<file path="src/rtl/queue_motion.sv">
// queue_motion: per-frame motion and game-state controller for the "queue" sprite.
// Turns button levels into walk/jump motion once per frame_tick and tracks the
// INITIAL/PLAYING game state. Outputs change only on frame_tick, except at reset.
// Optional build macro QUEUE_WRAP_EN: horizontal motion wraps at the screen edges
// instead of clamping. Vertical motion is the same in both builds.
module queue_motion #(
    parameter int unsigned START_X  = 320,
    parameter int unsigned X_MIN    = 30,
    parameter int unsigned X_MAX    = 609,
    parameter int unsigned Y_MIN    = 50,
    parameter int unsigned FLOOR_Y  = 429,
    parameter int unsigned STEP_X   = 2,
    parameter int unsigned JUMP_V   = 12,
    parameter int unsigned GRAVITY  = 1,
    parameter int unsigned MAX_FALL = 15
) (
    input  logic       clk,
    input  logic       rst_n,
    input  logic       frame_tick,
    input  logic       start,
    input  logic       game_over,
    input  logic       btn_left,
    input  logic       btn_right,
    input  logic       btn_jump,
    output logic [9:0] posX,
    output logic [8:0] posY,
    output logic       state,
    output logic       animation_state,
    output logic       in_air
);

    localparam int unsigned XW = 10;
    localparam int unsigned YW = 9;
    localparam int unsigned VW = 6;
    localparam int unsigned AW = 11;

    localparam logic signed [AW-1:0] X_MIN_S   = AW'(X_MIN);
    localparam logic signed [AW-1:0] X_MAX_S   = AW'(X_MAX);
    localparam logic signed [AW-1:0] Y_MIN_S   = AW'(Y_MIN);
    localparam logic signed [AW-1:0] FLOOR_Y_S = AW'(FLOOR_Y);
    localparam logic signed [AW-1:0] STEP_X_S  = AW'(STEP_X);
    localparam logic signed [VW-1:0] JUMP_V_S  = VW'(JUMP_V);
    localparam logic signed [VW-1:0] GRAV_S    = VW'(GRAVITY);
    localparam logic signed [VW-1:0] VY_FLOOR  = -$signed(VW'(MAX_FALL));
    localparam logic signed [VW-1:0] VY_ZERO   = '0;

    typedef enum logic {
        G_INITIAL = 1'b0,
        G_PLAYING = 1'b1
    } game_e;

    typedef enum logic [1:0] {
        M_GROUND  = 2'd0,
        M_RISING  = 2'd1,
        M_FALLING = 2'd2
    } motion_e;

    game_e                game_q,       game_d;
    motion_e              motion_q,     motion_d;
    logic [XW-1:0]        pos_x_q,      pos_x_d;
    logic [YW-1:0]        pos_y_q,      pos_y_d;
    logic signed [VW-1:0] vy_q,         vy_d;
    logic                 face_q,       face_d;
    logic                 in_air_q,     in_air_d;
    logic                 start_pend_q, start_pend_d;
    logic                 go_pend_q,    go_pend_d;
    logic                 jump_armed_q, jump_armed_d;

    logic                 move_l;
    logic                 move_r;
    logic signed [AW-1:0] x_cur;
    logic signed [AW-1:0] x_cand;
    logic signed [AW-1:0] y_next;
    logic signed [VW-1:0] vy_dec;
    logic signed [VW-1:0] vy_new;

    // Next-state: pending-flag latching, game FSM, horizontal and vertical motion
    always_comb begin
        game_d       = game_q;
        motion_d     = motion_q;
        pos_x_d      = pos_x_q;
        pos_y_d      = pos_y_q;
        vy_d         = vy_q;
        face_d       = face_q;
        in_air_d     = in_air_q;
        start_pend_d = start_pend_q | start;
        go_pend_d    = go_pend_q | game_over;
        jump_armed_d = jump_armed_q;

        move_l = btn_left & ~btn_right;
        move_r = btn_right & ~btn_left;
        x_cur  = $signed({1'b0, pos_x_q});
        x_cand = x_cur;
        if (move_l) begin
            x_cand = x_cur - STEP_X_S;
        end else if (move_r) begin
            x_cand = x_cur + STEP_X_S;
        end

        y_next = $signed({2'b00, pos_y_q}) - {{(AW-VW){vy_q[VW-1]}}, vy_q};
        vy_dec = vy_q - GRAV_S;
        vy_new = (vy_dec < VY_FLOOR) ? VY_FLOOR : vy_dec;

        if (frame_tick) begin
            // Flags seen at this tick are consumed; a pulse on this very cycle waits for the next tick
            start_pend_d = start;
            go_pend_d    = game_over;
            if (!btn_jump) begin
                jump_armed_d = 1'b1;
            end

            case (game_q)
                G_INITIAL: begin
                    if (start_pend_q) begin
                        game_d   = G_PLAYING;
                        pos_x_d  = XW'(START_X);
                        pos_y_d  = YW'(FLOOR_Y);
                        vy_d     = '0;
                        motion_d = M_GROUND;
                        in_air_d = 1'b0;
                    end
                end
                default: begin
                    if (go_pend_q) begin
                        game_d   = G_INITIAL;
                        motion_d = M_GROUND;
                        vy_d     = '0;
                        in_air_d = 1'b0;
                    end else begin
                        if (move_l) begin
                            face_d = 1'b0;
                        end else if (move_r) begin
                            face_d = 1'b1;
                        end
`ifdef QUEUE_WRAP_EN
                        if (x_cand < X_MIN_S) begin
                            pos_x_d = XW'(X_MAX);
                        end else if (x_cand > X_MAX_S) begin
                            pos_x_d = XW'(X_MIN);
                        end else begin
                            pos_x_d = XW'(x_cand);
                        end
`else
                        if (x_cand < X_MIN_S) begin
                            pos_x_d = XW'(X_MIN);
                        end else if (x_cand > X_MAX_S) begin
                            pos_x_d = XW'(X_MAX);
                        end else begin
                            pos_x_d = XW'(x_cand);
                        end
`endif
                        case (motion_q)
                            M_GROUND: begin
                                if (btn_jump && jump_armed_q) begin
                                    vy_d         = JUMP_V_S;
                                    motion_d     = M_RISING;
                                    in_air_d     = 1'b1;
                                    jump_armed_d = 1'b0;
                                end
                            end
                            default: begin
                                if (y_next < Y_MIN_S) begin
                                    pos_y_d  = YW'(Y_MIN);
                                    vy_d     = '0;
                                    motion_d = M_FALLING;
                                end else if (y_next >= FLOOR_Y_S) begin
                                    pos_y_d  = YW'(FLOOR_Y);
                                    vy_d     = '0;
                                    motion_d = M_GROUND;
                                    in_air_d = 1'b0;
                                end else begin
                                    pos_y_d  = YW'(y_next);
                                    vy_d     = vy_new;
                                    motion_d = (vy_new > VY_ZERO) ? M_RISING : M_FALLING;
                                end
                            end
                        endcase
                    end
                end
            endcase
        end
    end

    // State register with synchronous active-low reset
    always_ff @(posedge clk) begin
        if (!rst_n) begin
            game_q       <= G_INITIAL;
            motion_q     <= M_GROUND;
            pos_x_q      <= XW'(START_X);
            pos_y_q      <= YW'(FLOOR_Y);
            vy_q         <= '0;
            face_q       <= 1'b1;
            in_air_q     <= 1'b0;
            start_pend_q <= 1'b0;
            go_pend_q    <= 1'b0;
            jump_armed_q <= 1'b1;
        end else begin
            game_q       <= game_d;
            motion_q     <= motion_d;
            pos_x_q      <= pos_x_d;
            pos_y_q      <= pos_y_d;
            vy_q         <= vy_d;
            face_q       <= face_d;
            in_air_q     <= in_air_d;
            start_pend_q <= start_pend_d;
            go_pend_q    <= go_pend_d;
            jump_armed_q <= jump_armed_d;
        end
    end

    assign posX            = pos_x_q;
    assign posY            = pos_y_q;
    assign state           = game_q;
    assign animation_state = face_q;
    assign in_air          = in_air_q;

endmodule

</file>
<file path="config.mk">
export PLATFORM = sky130hd
export DESIGN_NAME = queue_motion
export DESIGN_NICKNAME = d
export VERILOG_FILES = /design/src/rtl/queue_motion.sv
export SDC_FILE = /design/constraint.sdc
export NUM_CORES = 1
export LEC_CHECK = 0
export CAP_MARGIN = 10
export CORE_MARGIN = 2
export CORE_UTILIZATION = 40
export CTS_BUF_LIST = sky130_fd_sc_hd__clkbuf_8
export DETAILED_ROUTE_END_ITERATION = 6
export GPL_ROUTABILITY_DRIVEN = 1
export PLACE_DENSITY = 0.59
export SETUP_SLACK_MARGIN = 0.1
export SYNTH_ARGS = -nofsm -noshare
export SYNTH_HDL_FRONTEND = slang
export SYNTH_SLANG_ARGS = --single-unit
</file>
<file path="constraint.sdc">
create_clock -name clk -period 8.41 [get_ports clk]
set_clock_uncertainty 0.1 [all_clocks]
set_input_delay 0.841 -clock clk [delete_from_list [all_inputs] [get_ports clk]]
set_output_delay 0.841 -clock clk [all_outputs]
set_load 0.01 [all_outputs]
</file>
Word-level counts from Yosys, hierarchy flattened. Index checks and enable logic that the tools add are counted.

Bits in registers: 33. Bits in latches: 0. Memories: 0. Output and inout bits: 22. Logic and storage cells: 89. RAM bits: 0. Bits in read-only memories: 0.

Div/mod/pow operators: 0. Bitwise logic cells: 7. Order comparisons: 6. Multiply operators: 0. Add/sub/neg operators: 4. Mux-type cells: 48. Shifts and indexed selects: 0. Equality and inequality tests: 5. Reduce and logical (&&, ||, !) cells: 9.

Operator list (number): 9-bit two-way mux (6); 10-bit two-way mux (5); 6-bit two-way mux (8); 11-bit two-way mux (2); 1-bit two-way mux (19); 2-bit two-way mux (8); 10-bit by 2-bit adder with 11-bit output (second input constant) (1); 11-bit by 10-bit >= comparator with 1-bit output (second input constant) (1); 11-bit > comparator (second input constant) (1); 11-bit by 6-bit less-than comparator with 1-bit output (second input constant) (1); 11-bit by 7-bit less-than comparator with 1-bit output (second input constant) (1); 10-bit by 2-bit subtractor with 11-bit output (second input constant) (1); 10-bit by 6-bit subtractor with 11-bit output (1); 4-bit AND reduction (2); 6-bit by 1-bit > comparator with 1-bit output (second input constant) (1); 6-bit by 5-bit less-than comparator with 1-bit output (second input constant) (1); 3-bit AND reduction (2); 6-bit by 2-bit subtractor with 6-bit output (second input constant) (1); 5-bit AND reduction (1); 2-bit inequality test (second input constant) (2); 4-bit by 1-bit inequality test with 1-bit output (second input constant) (1); 4-bit by 3-bit inequality test with 1-bit output (second input constant) (1); 4-bit inequality test (second input constant) (1); 2-bit nonzero test (2); 5 further kinds (9).

Longest topological paths before layout.
Word-level depth: 10. Mapped depth: 12. Depth with buffers taken out: 12.

Worst setup path before layout. OpenSTA, ideal clock, no wires.

Path kind: input port to flip-flop. Start: input btn_right. End: register pos_x_q[6], in the netlist posX[6]. Buffers on the path: 0. Stages: 10. Data arrival time: 2.871 ns. Path slack: 5.321 ns. Required time: 8.192 ns. Library setup time: 0.118 ns. Path through: inv_1 ha_1 or3b_1 mux2i_1 xor2_1 o311a_1 o311ai_2 nor2b_4 nor2b_1 nor3b_2.

Word-level cells in the longest chain between the ends: 8. Elaborated cells between the ends (all ways): 11.

Ends and longest elaborated chain: from (decl) (line 23) `input logic btn_right,`; 1-bit bitwise AND / 1-bit NOT (equally long branches) (line 91, 90); 11-bit two-way mux / 1-bit bitwise AND (equally long branches) (line 96, 90); 11-bit two-way mux * (line 94) `if (move_l) begin`; 11-bit > comparator (line 146) `end else if (x_cand > X_MAX_S) begin`; 10-bit two-way mux (line 146); 10-bit two-way mux * (line 144) `if (x_cand < X_MIN_S) begin`; 10-bit two-way mux * (line 124) `if (go_pend_q) begin`; 10-bit two-way mux * (line 112) `case (game_q)`; to (signal assigned) (line 189) `pos_x_q <= XW'(START_X);`; to (signal assigned) (line 200) `pos_x_q <= pos_x_d;`; to (decl) (line 60) `logic [XW-1:0] pos_x_q, pos_x_d;`.

Every way passes the cells marked *; elsewhere a longest branch is shown, timed or not. The select of a mux whose other input is x is not followed. A chain may end at the register's enable or synchronous reset.

Final worst setup path.
Start: input btn_left. End: register pos_x_q[6], in the netlist posX[6].

Word-level cells in the longest chain between the ends: 9. Elaborated cells between the ends (all ways): 11.

Ends and longest elaborated chain: from (decl) (line 22) `input logic btn_left,`; 1-bit NOT (line 91) `move_r = btn_right & ~btn_left;`; 1-bit bitwise AND (line 91); 11-bit two-way mux (line 96) `end else if (move_r) begin`; 11-bit two-way mux * (line 94); 11-bit > comparator (line 146); 10-bit two-way mux (line 146); 10-bit two-way mux * (line 144); 10-bit two-way mux * (line 124); 10-bit two-way mux * (line 112).

Marks and branches as above.

==> impl_metrics.xml <==
<?xml version="1.0" encoding="UTF-8"?>
<metrics>
  <group name="cts">
    <metric name="h-tree-depth" unit="">2</metric>
    <metric name="clock_tree.root_cell" unit="">sky130_fd_sc_hd__clkbuf_8</metric>
    <metric name="cts-root-to-sink-buffers" unit="">2</metric>
    <metric name="cts.repair_timing.setup_buffer_count" unit="">0</metric>
    <metric name="post_cts_hold_buffer_count" unit="">0</metric>
    <metric name="cts_num_sinks" unit="">33</metric>
    <metric name="clk-insertion-delay-late" unit="ns">0.29</metric>
    <metric name="clkTransAtPathRegs" unit="ns">0.07</metric>
    <metric name="cts_tree" unit="">built</metric>
    <metric name="cts_made_buffers" unit="">5</metric>
    <metric name="post_cts_resized" unit="">0</metric>
  </group>
  <group name="sta">
    <metric name="timing.final.hold_violations" unit="">0</metric>
    <metric name="setup_viol" unit="">0</metric>
    <metric name="setup_repair_after_global_routing_missed_its_margin" unit="">false</metric>
    <metric name="setup_tns" unit="ns">0</metric>
    <metric name="timing.max_slew.rel_slack" unit="">0.581</metric>
    <metric name="share_of_the_cycle_needed_by_the_critical_path_after_routing" unit="">0.441</metric>
    <metric name="period_needed" unit="ns">3.71</metric>
    <metric name="worst_hold_slack" unit="ns">0.360</metric>
    <metric name="max_clock_freq" unit="MHz">270</metric>
    <metric name="maxSlewViolCount" unit="">0</metric>
    <metric name="timing_worst_slew_pin_value" unit="ns">0.622</metric>
  </group>
  <group name="cells_and_area">
    <metric name="layout.cells.most_common_list" unit="">sky130_fd_sc_hd__dfxtp_1, sky130_fd_sc_hd__nand2_1, sky130_fd_sc_hd__nor2_1, sky130_fd_sc_hd__clkdlybuf4s50_1, sky130_fd_sc_hd__a21oi_1</metric>
    <metric name="multi_input_combinational_cell_area" unit="sq um">1860</metric>
    <metric name="non_filler_instance_count_after_layout" unit="">432</metric>
    <metric name="register_area" unit="sq um">661</metric>
    <metric name="mostFrequentLayoutCell" unit="">sky130_fd_sc_hd__dfxtp_1</metric>
    <metric name="n_antenna_cell" unit="">0</metric>
    <metric name="syn_to_final_growth" unit="%">15.7</metric>
    <metric name="postLayoutCoreUtil" unit="">0.478</metric>
    <metric name="post_route_cells_drive_above_1_share" unit="">0.0704</metric>
    <metric name="finish.net_count" unit="">380</metric>
    <metric name="fill_cells" unit="">646</metric>
  </group>
  <group name="synth">
    <metric name="yosysWarningCount" unit="">0</metric>
    <metric name="synth_sequential_area_ratio" unit="">0.250</metric>
    <metric name="syn-cell-area" unit="sq um">2640</metric>
    <metric name="postSynth.topFlopCell" unit="">sky130_fd_sc_hd__dfxtp_1</metric>
    <metric name="syn_inst" unit="">328</metric>
    <metric name="postSynthAreaPerCell" unit="sq um">8.05</metric>
    <metric name="yosys_register_bits" unit="">33</metric>
    <metric name="synth_enable_flop_cells" unit="">0</metric>
    <metric name="ys_types" unit="">69</metric>
    <metric name="net_count_of_the_mapped_netlist" unit="">354</metric>
    <metric name="synth-async-reset-ratio" unit="">0</metric>
  </group>
  <group name="worst_setup_path">
    <metric name="critical_path_s_slowest_cell" unit="">sky130_fd_sc_hd__clkdlybuf4s50_1</metric>
    <metric name="setup.worst_path.start_class" unit="">input port</metric>
    <metric name="kind_of_cell_adding_the_most_delay_to_the_critical_path" unit="">simple AND/OR/NAND/NOR gates</metric>
    <metric name="critical_path.max_stage_delay" unit="ns">0.48</metric>
    <metric name="worstPathMaxFanout" unit="">16</metric>
    <metric name="arrival_time_of_the_worst_setup_path" unit="ns">3.79</metric>
    <metric name="required" unit="ns">8.50</metric>
    <metric name="setup.worst_path.end_class" unit="">flop</metric>
    <metric name="worstPathBufferInverterCount" unit="">1</metric>
    <metric name="criticalPathCategory" unit="">input port to flop</metric>
    <metric name="crit_path_cell_trace" unit="">clkdlybuf4s50_1 -&gt; ha_1 -&gt; or3b_1 -&gt; mux2i_1 -&gt; xor2_1 -&gt; o311a_1 -&gt; o311ai_2 -&gt; nor2b_4 -&gt; nor2b_1 -&gt; nor3b_2</metric>
  </group>
  <group name="grt">
    <metric name="grt_pass1_wl" unit="um">10700</metric>
    <metric name="grt_max_degree" unit="">17</metric>
    <metric name="number_of_global_route_vias_before_repair" unit="">2171</metric>
    <metric name="grt_util_all_layers" unit="">0.182</metric>
    <metric name="antenna_found_initial" unit="">0</metric>
    <metric name="total_overflow_reported_by_the_global_router" unit="">0</metric>
  </group>
  <group name="floorplan">
    <metric name="number_of_top_level_pins" unit="">30</metric>
    <metric name="core-area" unit="sq um">6390</metric>
    <metric name="dieWidth" unit="um">85.3</metric>
    <metric name="initial_utilization" unit="">0.414</metric>
    <metric name="design.die.area" unit="sq um">7270</metric>
    <metric name="die_height" unit="um">85.3</metric>
    <metric name="std_cell_rows" unit="">29</metric>
  </group>
  <group name="route">
    <metric name="wire_per_inst" unit="um">14.7</metric>
    <metric name="drt_pass1_iterations" unit="">4</metric>
    <metric name="avgViaCountPerCell" unit="">5.65</metric>
    <metric name="route.vias.total" unit="">2441</metric>
    <metric name="drt-initial-drc-count" unit="">117</metric>
    <metric name="wl" unit="um">6370</metric>
    <metric name="route.antenna.remaining_nets" unit="">0</metric>
    <metric name="drt_drc_violations_left" unit="">0</metric>
  </group>
  <group name="power">
    <metric name="worst_ir_drop_vdd" unit="mV">0.102</metric>
    <metric name="comb_power_share" unit="">0.125</metric>
    <metric name="switching_power_of_the_nets" unit="uW">90.6</metric>
    <metric name="switching_share_of_power" unit="">0.280</metric>
    <metric name="p_int" unit="uW">233</metric>
    <metric name="seq_power_share" unit="">0.499</metric>
    <metric name="cell_leakage_power" unit="uW">0.00116</metric>
    <metric name="power-per-cell-area" unit="nW/um^2">106</metric>
    <metric name="clock_power_share" unit="">0.376</metric>
  </group>
  <group name="flow_run">
    <metric name="max_cap_viol_count" unit="">0</metric>
  </group>
  <group name="placed_design">
    <metric name="gp_congestion" unit="">0.814</metric>
    <metric name="place.port_buffers" unit="">29</metric>
    <metric name="dp_cells" unit="">424</metric>
    <metric name="dp.final_hpwl" unit="um">4940</metric>
  </group>
  <group name="hold_path">
    <metric name="min-delay-path-class" unit="">flop to flop</metric>
  </group>
  <group name="outcome">
    <metric name="status" unit="">complete, no violations</metric>
  </group>
</metrics>
power by group through the flow:
stage	clock network, uW	logic (uW)	registers [uW]
5_1_grt	134	44.9	162
3_3_place_gp	0	40.0	165
6_report	122	40.3	162
2_1_floorplan	0	28.4	165
3_5_place_dp	0	40.2	165
4_1_cts	125	40.4	162
layer usage:
metal / wire length [um] / up-vias / global-route usage
li1: - / 1251 / -
met1: 3480 / 1131 / 0.291
met2: 2490 / 50 / 0.239
met3: 318 / 9 / 0.0370
met4: 83 / 0 / 0.0563
met5: 0 / - / 0
layout make-up:
type,instances,area share
clock buffer,5,0.0225
clock inverter,3,0.00573
inverter,17,0.0209
multi-input combinational,268,0.608
sequential,33,0.216
tap,77,0.0315
timing repair buffer,29,0.0950
logic make-up after synthesis:
group                    count (synthesis)  synth area share
adder cells (fa/ha/maj)                 18            0.0881
flip-flops                              33             0.250
AND/OR/NAND/NOR                        130             0.267
AO/OA/AOI/OAI                           98             0.268
multiplexers                             4            0.0152
XOR/XNOR                                18            0.0654
buffers and inverters                   27            0.0464
stage by stage:
step,cell area [sq um],total power (uW),setup WS [ns]
after floorplan,2640,193,5.32
after global placement,2970,205,4.50
after detailed placement,2970,205,4.40
after CTS,3060,327,4.71
after global routing,3060,341,4.48
final,3060,323,4.70
tightest hold or removal path, delay by kind of cell (launching register included):
kind               cells  cell delay (ns)
AOI/OAI and AO/OA      1             0.05
DFF                    1             0.31
and+or+nand+nor        1             0.05
final timing paths:
path                                    to  slack (ns)  depth (start not counted)                startpoint
setup / recovery      posX[6]$_SDFFE_PN1P_        4.70                         10                  btn_left
hold / removal    motion_q[1]$_SDFFE_PN0P_        0.36                          2  motion_q[1]$_SDFFE_PN0P_
setup reg to reg      vy_q[1]$_SDFFE_PN0P_        5.03                         11      vy_q[0]$_SDFFE_PN0P_
hold reg to reg   motion_q[1]$_SDFFE_PN0P_        0.36                          2  motion_q[1]$_SDFFE_PN0P_
state kept, by name (all words and copies together) (netlist names):
register	cells
animation_state	1
go_pend_q	1
in_air	1
jump_armed_q	1
motion_q	2
posX	10
posY	9
start_pend_q	1
state	1
vy_q	6
synth_stat cells (3+ instances only):
| library cell | count | area share |
|---|---|---|
| sky130_fd_sc_hd__nand3b_1 | 3 | 0.0085 |
| sky130_fd_sc_hd__nor2b_1 | 7 | 0.017 |
| sky130_fd_sc_hd__a211o_1 | 4 | 0.013 |
| sky130_fd_sc_hd__xor2_1 | 8 | 0.027 |
| sky130_fd_sc_hd__o211ai_1 | 3 | 0.0085 |
| sky130_fd_sc_hd__o21ai_0 | 15 | 0.028 |
| sky130_fd_sc_hd__xnor2_1 | 8 | 0.027 |
| sky130_fd_sc_hd__nor3_1 | 4 | 0.0076 |
| sky130_fd_sc_hd__and3_1 | 3 | 0.0071 |
| sky130_fd_sc_hd__clkbuf_1 | 3 | 0.0043 |
| sky130_fd_sc_hd__inv_1 | 17 | 0.024 |
| sky130_fd_sc_hd__a211oi_1 | 4 | 0.011 |
| sky130_fd_sc_hd__a21oi_1 | 23 | 0.044 |
| sky130_fd_sc_hd__nand2_1 | 31 | 0.044 |
| sky130_fd_sc_hd__nand2b_1 | 13 | 0.031 |
| sky130_fd_sc_hd__nand3_1 | 11 | 0.021 |
| sky130_fd_sc_hd__mux2i_1 | 4 | 0.015 |
| sky130_fd_sc_hd__o21a_1 | 3 | 0.0085 |
| sky130_fd_sc_hd__or3_1 | 3 | 0.0071 |
| sky130_fd_sc_hd__buf_2 | 5 | 0.0095 |
| sky130_fd_sc_hd__o211a_1 | 3 | 0.011 |
| sky130_fd_sc_hd__ha_1 | 17 | 0.081 |
| sky130_fd_sc_hd__nor2_1 | 29 | 0.041 |
| sky130_fd_sc_hd__o21ai_1 | 5 | 0.0095 |
| sky130_fd_sc_hd__dfxtp_1 | 33 | 0.25 |
| sky130_fd_sc_hd__a31oi_1 | 4 | 0.0095 |
| sky130_fd_sc_hd__o31ai_1 | 4 | 0.011 |
| sky130_fd_sc_hd__a21o_1 | 4 | 0.011 |
| sky130_fd_sc_hd__nor4_1 | 4 | 0.0095 |
No activity file was read; power rests on OpenSTA's default activity.
